[config.mk]
export PLATFORM = sky130hd
export DESIGN_NAME = cmp_window_stats
export DESIGN_NICKNAME = d
export VERILOG_FILES = /design/src/rtl/cmp_window_stats.sv
export SDC_FILE = /design/constraint.sdc
export NUM_CORES = 1
export LEC_CHECK = 0
export CORE_MARGIN = 4
export CORE_UTILIZATION = 55
export CTS_CLUSTER_DIAMETER = 80
export CTS_CLUSTER_SIZE = 28
export DETAILED_ROUTE_END_ITERATION = 8
export GPL_TIMING_DRIVEN = 0
export PLACE_DENSITY = 0.85
export SLEW_MARGIN = 0
export SYNTH_ARGS = -nofsm -noshare
export SYNTH_HDL_FRONTEND = slang
export SYNTH_SLANG_ARGS = --single-unit
[constraint.sdc]
create_clock -name clk -period 5.5 [get_ports clk]
set_input_delay 0.55 -clock clk [delete_from_list [all_inputs] [get_ports clk]]
set_output_delay 0.55 -clock clk [all_outputs]
set_load 0.01 [all_outputs]
[src/rtl/cmp_window_stats.sv]
// ============================================================================
// Module   : cmp_window_stats
// Brief    : Windowed statistics (L/G/E counts, longest E run) over comparator
//            results, delivered through a valid/ready result handshake.
// Revision : 1.0 - initial release
// ============================================================================
`default_nettype none

module cmp_window_stats #(
   parameter int WIN_LEN = 8,
   parameter int CNT_W   = 8
) (
   input  logic             clk,
   input  logic             rst_n,
   input  logic             clear,
   input  logic             in_valid,
   output logic             in_ready,
   input  logic             L,
   input  logic             G,
   input  logic             E,
   output logic             out_valid,
   input  logic             out_ready,
   output logic [CNT_W-1:0] lt_cnt,
   output logic [CNT_W-1:0] gt_cnt,
   output logic [CNT_W-1:0] eq_cnt,
   output logic [CNT_W-1:0] eq_run_max,
   output logic             err_flag
);

   localparam logic [0:0]       c_COLLECT = 1'b0;
   localparam logic [0:0]       c_HOLD    = 1'b1;
   localparam logic [CNT_W-1:0] c_WIN_LEN = CNT_W'(WIN_LEN);
   localparam logic [CNT_W-1:0] c_ZERO    = '0;

   logic [0:0]       r_state;
   logic [CNT_W-1:0] r_idx;
   logic [CNT_W-1:0] r_lt;
   logic [CNT_W-1:0] r_gt;
   logic [CNT_W-1:0] r_eq;
   logic [CNT_W-1:0] r_cur_run;
   logic [CNT_W-1:0] r_run_max;
   logic             r_err;

   logic             w_onehot;
   logic [CNT_W-1:0] w_idx_nxt;
   logic [CNT_W-1:0] w_lt_nxt;
   logic [CNT_W-1:0] w_gt_nxt;
   logic [CNT_W-1:0] w_eq_nxt;
   logic [CNT_W-1:0] w_cur_run_nxt;
   logic [CNT_W-1:0] w_run_max_nxt;
   logic             w_err_nxt;
   logic             w_close;

   assign in_ready  = (r_state == c_COLLECT);
   assign out_valid = (r_state == c_HOLD);

   // Exactly one flag set; anything else is counted only as an error sample.
   assign w_onehot      = (L ^ G ^ E) & ~(L & G & E);
   assign w_idx_nxt     = r_idx + 1'b1;
   assign w_lt_nxt      = r_lt + {{(CNT_W-1){1'b0}}, (w_onehot & L)};
   assign w_gt_nxt      = r_gt + {{(CNT_W-1){1'b0}}, (w_onehot & G)};
   assign w_eq_nxt      = r_eq + {{(CNT_W-1){1'b0}}, (w_onehot & E)};
   assign w_cur_run_nxt = (w_onehot & E) ? (r_cur_run + 1'b1) : c_ZERO;
   assign w_run_max_nxt = (w_cur_run_nxt > r_run_max) ? w_cur_run_nxt : r_run_max;
   assign w_err_nxt     = r_err | ~w_onehot;
   assign w_close       = (w_idx_nxt == c_WIN_LEN);

   always_ff @(posedge clk or negedge rst_n) begin
      if (!rst_n) begin
         r_state    <= c_COLLECT;
         r_idx      <= '0;
         r_lt       <= '0;
         r_gt       <= '0;
         r_eq       <= '0;
         r_cur_run  <= '0;
         r_run_max  <= '0;
         r_err      <= 1'b0;
         lt_cnt     <= '0;
         gt_cnt     <= '0;
         eq_cnt     <= '0;
         eq_run_max <= '0;
         err_flag   <= 1'b0;
      end else if (clear) begin
         r_state    <= c_COLLECT;
         r_idx      <= '0;
         r_lt       <= '0;
         r_gt       <= '0;
         r_eq       <= '0;
         r_cur_run  <= '0;
         r_run_max  <= '0;
         r_err      <= 1'b0;
         lt_cnt     <= '0;
         gt_cnt     <= '0;
         eq_cnt     <= '0;
         eq_run_max <= '0;
         err_flag   <= 1'b0;
      end else begin
         case (r_state)
            c_COLLECT: begin
               if (in_valid) begin
                  if (w_close) begin
                     // Publish the window including this last sample, then restart.
                     lt_cnt     <= w_lt_nxt;
                     gt_cnt     <= w_gt_nxt;
                     eq_cnt     <= w_eq_nxt;
                     eq_run_max <= w_run_max_nxt;
                     err_flag   <= w_err_nxt;
                     r_idx      <= '0;
                     r_lt       <= '0;
                     r_gt       <= '0;
                     r_eq       <= '0;
                     r_cur_run  <= '0;
                     r_run_max  <= '0;
                     r_err      <= 1'b0;
                     r_state    <= c_HOLD;
                  end else begin
                     r_idx      <= w_idx_nxt;
                     r_lt       <= w_lt_nxt;
                     r_gt       <= w_gt_nxt;
                     r_eq       <= w_eq_nxt;
                     r_cur_run  <= w_cur_run_nxt;
                     r_run_max  <= w_run_max_nxt;
                     r_err      <= w_err_nxt;
                  end
               end
            end
            default: begin
               if (out_ready) begin
                  r_state <= c_COLLECT;
               end
            end
         endcase
      end
   end

endmodule

`default_nettype wire

* After elaboration in Yosys (flattened, before gate mapping)
Cells that the tools add are included. W data, S select, Z words.
Word-level totals: output and inout port bits 35, register bits 83, input bits 8, word-level logic and storage cells 92
Operators by class: reductions and logical operators 4, magnitude comparators 1, muxes and demuxes 55, add/sub/neg operators 5, equal/unequal tests 2, bitwise operators 12
Operator list (count):
- $mux W8 | 42
- $add A8 B1 Y8 | 3
- $add A8 B1 Y8 const B | 2
- $mux W1 | 13
- $eq A8 B4 Y1 const B | 1
- $gt A8 B8 Y1 | 1
- $and A1 B1 Y1 | 6
- $reduce_bool A2 Y1 | 2
- $not A1 Y1 | 3
- $reduce_and A3 Y1 | 1
- $ne A2 B2 Y1 const B | 1
- $reduce_and A2 Y1 | 1
- $xor A1 B1 Y1 | 2
- $or A1 B1 Y1 | 1

* Logic depth before layout (Yosys ltp)
word-level depth 12, gate-level depth with buffers 14, mapped depth without buffers 11

* Least setup slack after synthesis
No wires, ideal clock.
kind input to register, start in G, end reg r_run_max[0], stages 13, setup slack 2402 ps, data required time 5350 ps, library setup time 150 ps, arrival time 2947 ps, buffers on the path 2, path through ha_1 > or3_1 > clkbuf_1 > nor2_1 > inv_1 > ha_1 > nor2b_1 > o211ai_1 > a21oi_1 > o31ai_1 > buf_2 > a21oi_1 > o32ai_2
On the way: longest elaborated chain between the ends 12, elaborated cells on any way between the ends 14, classes of those cells 1 x order compare; 6 x mux; 7 x bitwise
Ends and longest elaborated chain:
- start, declared | line 19 | input logic G,
- $and A1 B1 Y1 (2 in a row) | line 58 | assign w_onehot = (L ^ G ^ E) & ~(L & G & E);
- $not A1 Y1 | line 58
- $and A1 B1 Y1 * | line 58
- $and A1 B1 Y1 * | line 63 | assign w_cur_run_nxt = (w_onehot & E) ? (r_cur_run + 1'b1) : c_ZERO;
- $mux W8 * | line 63
- $gt A8 B8 Y1 | line 64 | assign w_run_max_nxt = (w_cur_run_nxt > r_run_max) ? w_cur_run_nxt : r_run_max;
- $mux W8 * | line 64
- $mux W8 * | line 101 | if (w_close) begin
- $mux W8 * | line 100 | if (in_valid) begin
- $mux W8 * | line 98 | case (r_state)
- $mux W8 * | line 83 | end else if (clear) begin
- end signal, assigned | line 122 | r_run_max <= w_run_max_nxt;
- end, declared | line 41 | logic [CNT_W-1:0] r_run_max;
Mark *: on every way between the ends. The rest lies on a longest branch, timed or not. The select of a mux whose other input is x is not followed. A chain may end at the register's enable or synchronous reset.

* Worst setup path in the final report
Same ends and word-level chain as after synthesis.

==> flow_metrics.env <==
export IMPL_irDropWorstVdd_mv=0.141
export IMPL_hp_class="primary input to asynchronous set/reset pin"
export IMPL_syn_area_mm2=0.00441
export IMPL_fin_skew_ns=0.0164
export IMPL_ctsHoldBuffers=0
export IMPL_first_pass_iters=5
export IMPL_num_vias=3789
export IMPL_numCtsBuffers=9
export IMPL_synth_top_area_share_pct=47.1
export IMPL_ant_nets=0
export IMPL_wirelength_mm=10.8
export IMPL_ys_seq_area_share_pct=47.1
export IMPL_post_drt_via_cell_ratio=6.00
export IMPL_async_reset_ff_share_pct=100
export IMPL_die_area_mm2=0.00951
export IMPL_outcome="finished, final reports clean"
export IMPL_initial_utilization_pct=56.7
export IMPL_p_leak_nw=2.16
export IMPL_grt_overflow=0
export IMPL_die_width_um=97.5
export IMPL_cp_data_required_time_ns=5.72
export IMPL_synthTopCellsByArea="dfrtp_1, ha_1, a21oi_1"
export IMPL_finalCritPeriodShare_pct=68.3
export IMPL_die_h_um=97.5
export IMPL_min_period_ns=3.75
export IMPL_cts_sinks=83
export IMPL_final_nets=551
export IMPL_criticalPathCategory="primary input to flip-flop"
export IMPL_wire_per_inst_um=17.0
export IMPL_gp_congestion=0.924
export IMPL_grt_max_degree=71
export IMPL_antenna_found_initial=0
export IMPL_start_kind="primary input"
export IMPL_yosysTopAreaCell="dfrtp_1"
export IMPL_syn_num_nets=498
export IMPL_htreeDepth=3
export IMPL_p_per_area_mw_per_mm2=228
export IMPL_cp_end_kind="flip-flop"
export IMPL_core_area_mm2=0.00777
export IMPL_cts_root_buf="clkbuf_8"
export IMPL_relSlewSlack_pct=53.5
export IMPL_drc=0
export IMPL_cts_resized=0
export IMPL_grt_pass1_vias=3676
export IMPL_post_dp_hpwl_mm=7.81
export IMPL_grt_pass1_wl_mm=18.1
export IMPL_num_io_pins=43
export IMPL_yosysWarnings=0
export IMPL_rows=32
export IMPL_cts_tree="built"
export IMPL_setup_tns_ns=0
export IMPL_track_usage_pct=23.5
export IMPL_fill_cells=594
export IMPL_synth_flop_cell="dfrtp_1"
export IMPL_syn_to_final_growth_pct=17.6
export IMPL_num_antenna_cells=0
export IMPL_whs_ns=0.0231
export IMPL_clock_path_buffers=2
export IMPL_fmax_mhz=266
export IMPL_cp_max_fo=10
export IMPL_worstPathArrival_ns=3.98
export IMPL_post_cts_buffers=0
export IMPL_synth_cell_type_count=40
export IMPL_path_clk_slew_ns=0.10
export IMPL_drive_gt1_share_pct=6.98
export IMPL_rsz0062_at_grt="no"
export IMPL_io_buffers=41
export IMPL_max_cap_violations=0
export IMPL_clk_latency_ns=0.37
export IMPL_tightestPinTransition_ns=0.697
export IMPL_synth_edf_count=0
export IMPL_drtIter0Drc=328
export IMPL_syn_avg_cell_area_um2=9.32
export IMPL_syn_inst=473
export IMPL_slew_violations=0
export IMPL_synth_commonest_cells="dfrtp_1, nor2_1, nand2_1"
export IMPL_final_hold_viol_count=0
export IMPL_postSynthRegisterBits=83
export IMPL_synth_most_common_cell="dfrtp_1"
export IMPL_setup_violations=0
## cell families after synthesis
group                      count (synthesis)  synth area share (%)
buffers and inverters                     47                  4.97
AOI/OAI and AO/OA                        104                  14.8
adders and majority gates                 17                  4.83
xor gates and xnor gates                  27                  5.36
DFF                                       83                  47.1
muxes                                     11                  2.55
and+or+nand+nor                          184                  20.4
## cells in the final DEF, fill, tap and decap left out, drive strengths merged, types with 15 or more instances in the layout
master / netlist / layout
inv: 14 / 15
ha: 17 / 17
o21ai: 18 / 18
nand3: 27 / 27
clkbuf: 18 / 27
clkdlybuf4s50: 0 / 40
nor2: 51 / 51
dfrtp: 83 / 83
xnor2: 16 / 16
a21oi: 42 / 42
nand2: 45 / 45
a211oi: 25 / 25
buf: 15 / 17
## routing by layer
metal	up-vias	global-route usage, %	wire length, µm
met5	-	0	0
met4	0	10.0	281
met3	31	4.74	867
met2	161	37.5	5040
met1	1825	31.2	4560
li1	1772	-	-
## critical path: stages
cell,delay (ns)
clkdlybuf4s50_1,0.46
ha_1,0.33
or3_1,0.42
clkbuf_1,0.22
nor2_1,0.28
inv_1,0.12
ha_1,0.19
nor2b_1,0.10
o211ai_1,0.09
a21oi_1,0.14
o31ai_1,0.07
buf_2,0.21
a21oi_1,0.61
o32ai_2,0.18
## where the power goes
group / switching, mW / leakage (nW) / internal [mW]
logic: 0.0568 / 0.895 / 0.0243
registers: 0.00349 / 1.16 / 0.613
clock network: 0.231 / 0.106 / 0.255
total: 0.291 / 2.16 / 0.892
## path summary, 6_finish.rpt
check	start	end	slack, ns	cells past startpoint
max	G	r_run_max[0]	1.75	14
min	rst_n	r_run_max[4]	0.02	1
max reg2reg	r_cur_run[2]	r_run_max[2]	2.54	11
min reg2reg	gt_cnt[7]	gt_cnt[7]	0.51	1
max in group asynchronous	rst_n	gt_cnt[1]	4.87	2
min in group clk	gt_cnt[7]	gt_cnt[7]	0.51	1
## area by class of cell
cell class	count	area [µm²]	area share, %
Buffer	33	166	3.21
Clock inverter	6	90.1	1.74
Sequential cell	83	2080	40.1
Timing Repair Buffer	42	435	8.40
Inverter	14	52.6	1.01
Multi-Input combinational cell	343	2110	40.7
Tap cell	102	128	2.46
Clock buffer	9	124	2.39
## state kept, by name (all words and copies together), names as in the netlist
register and count:
eq_cnt 8, r_idx 8, gt_cnt 8, r_eq 8, eq_run_max 8, r_run_max 8, r_lt 8, err_flag 1
r_err 1, r_gt 8, out_valid 1, lt_cnt 8, r_cur_run 8
## stage by stage
stage	worst slack (ns)	cell area (µm²)	power (mW)	std cells	utilization, %
2_1_floorplan	2.40	4410	0.673	473	-
3_3_place_gp	0.890	4950	0.706	616	63.7
3_5_place_dp	1.42	4970	0.709	617	64.0
4_1_cts	1.81	5180	1.18	632	66.8
5_1_grt	1.51	5180	1.22	632	66.8
6_report	1.75	5180	1.18	632	66.8
Note: power is estimated with default switching activity, not from simulation.
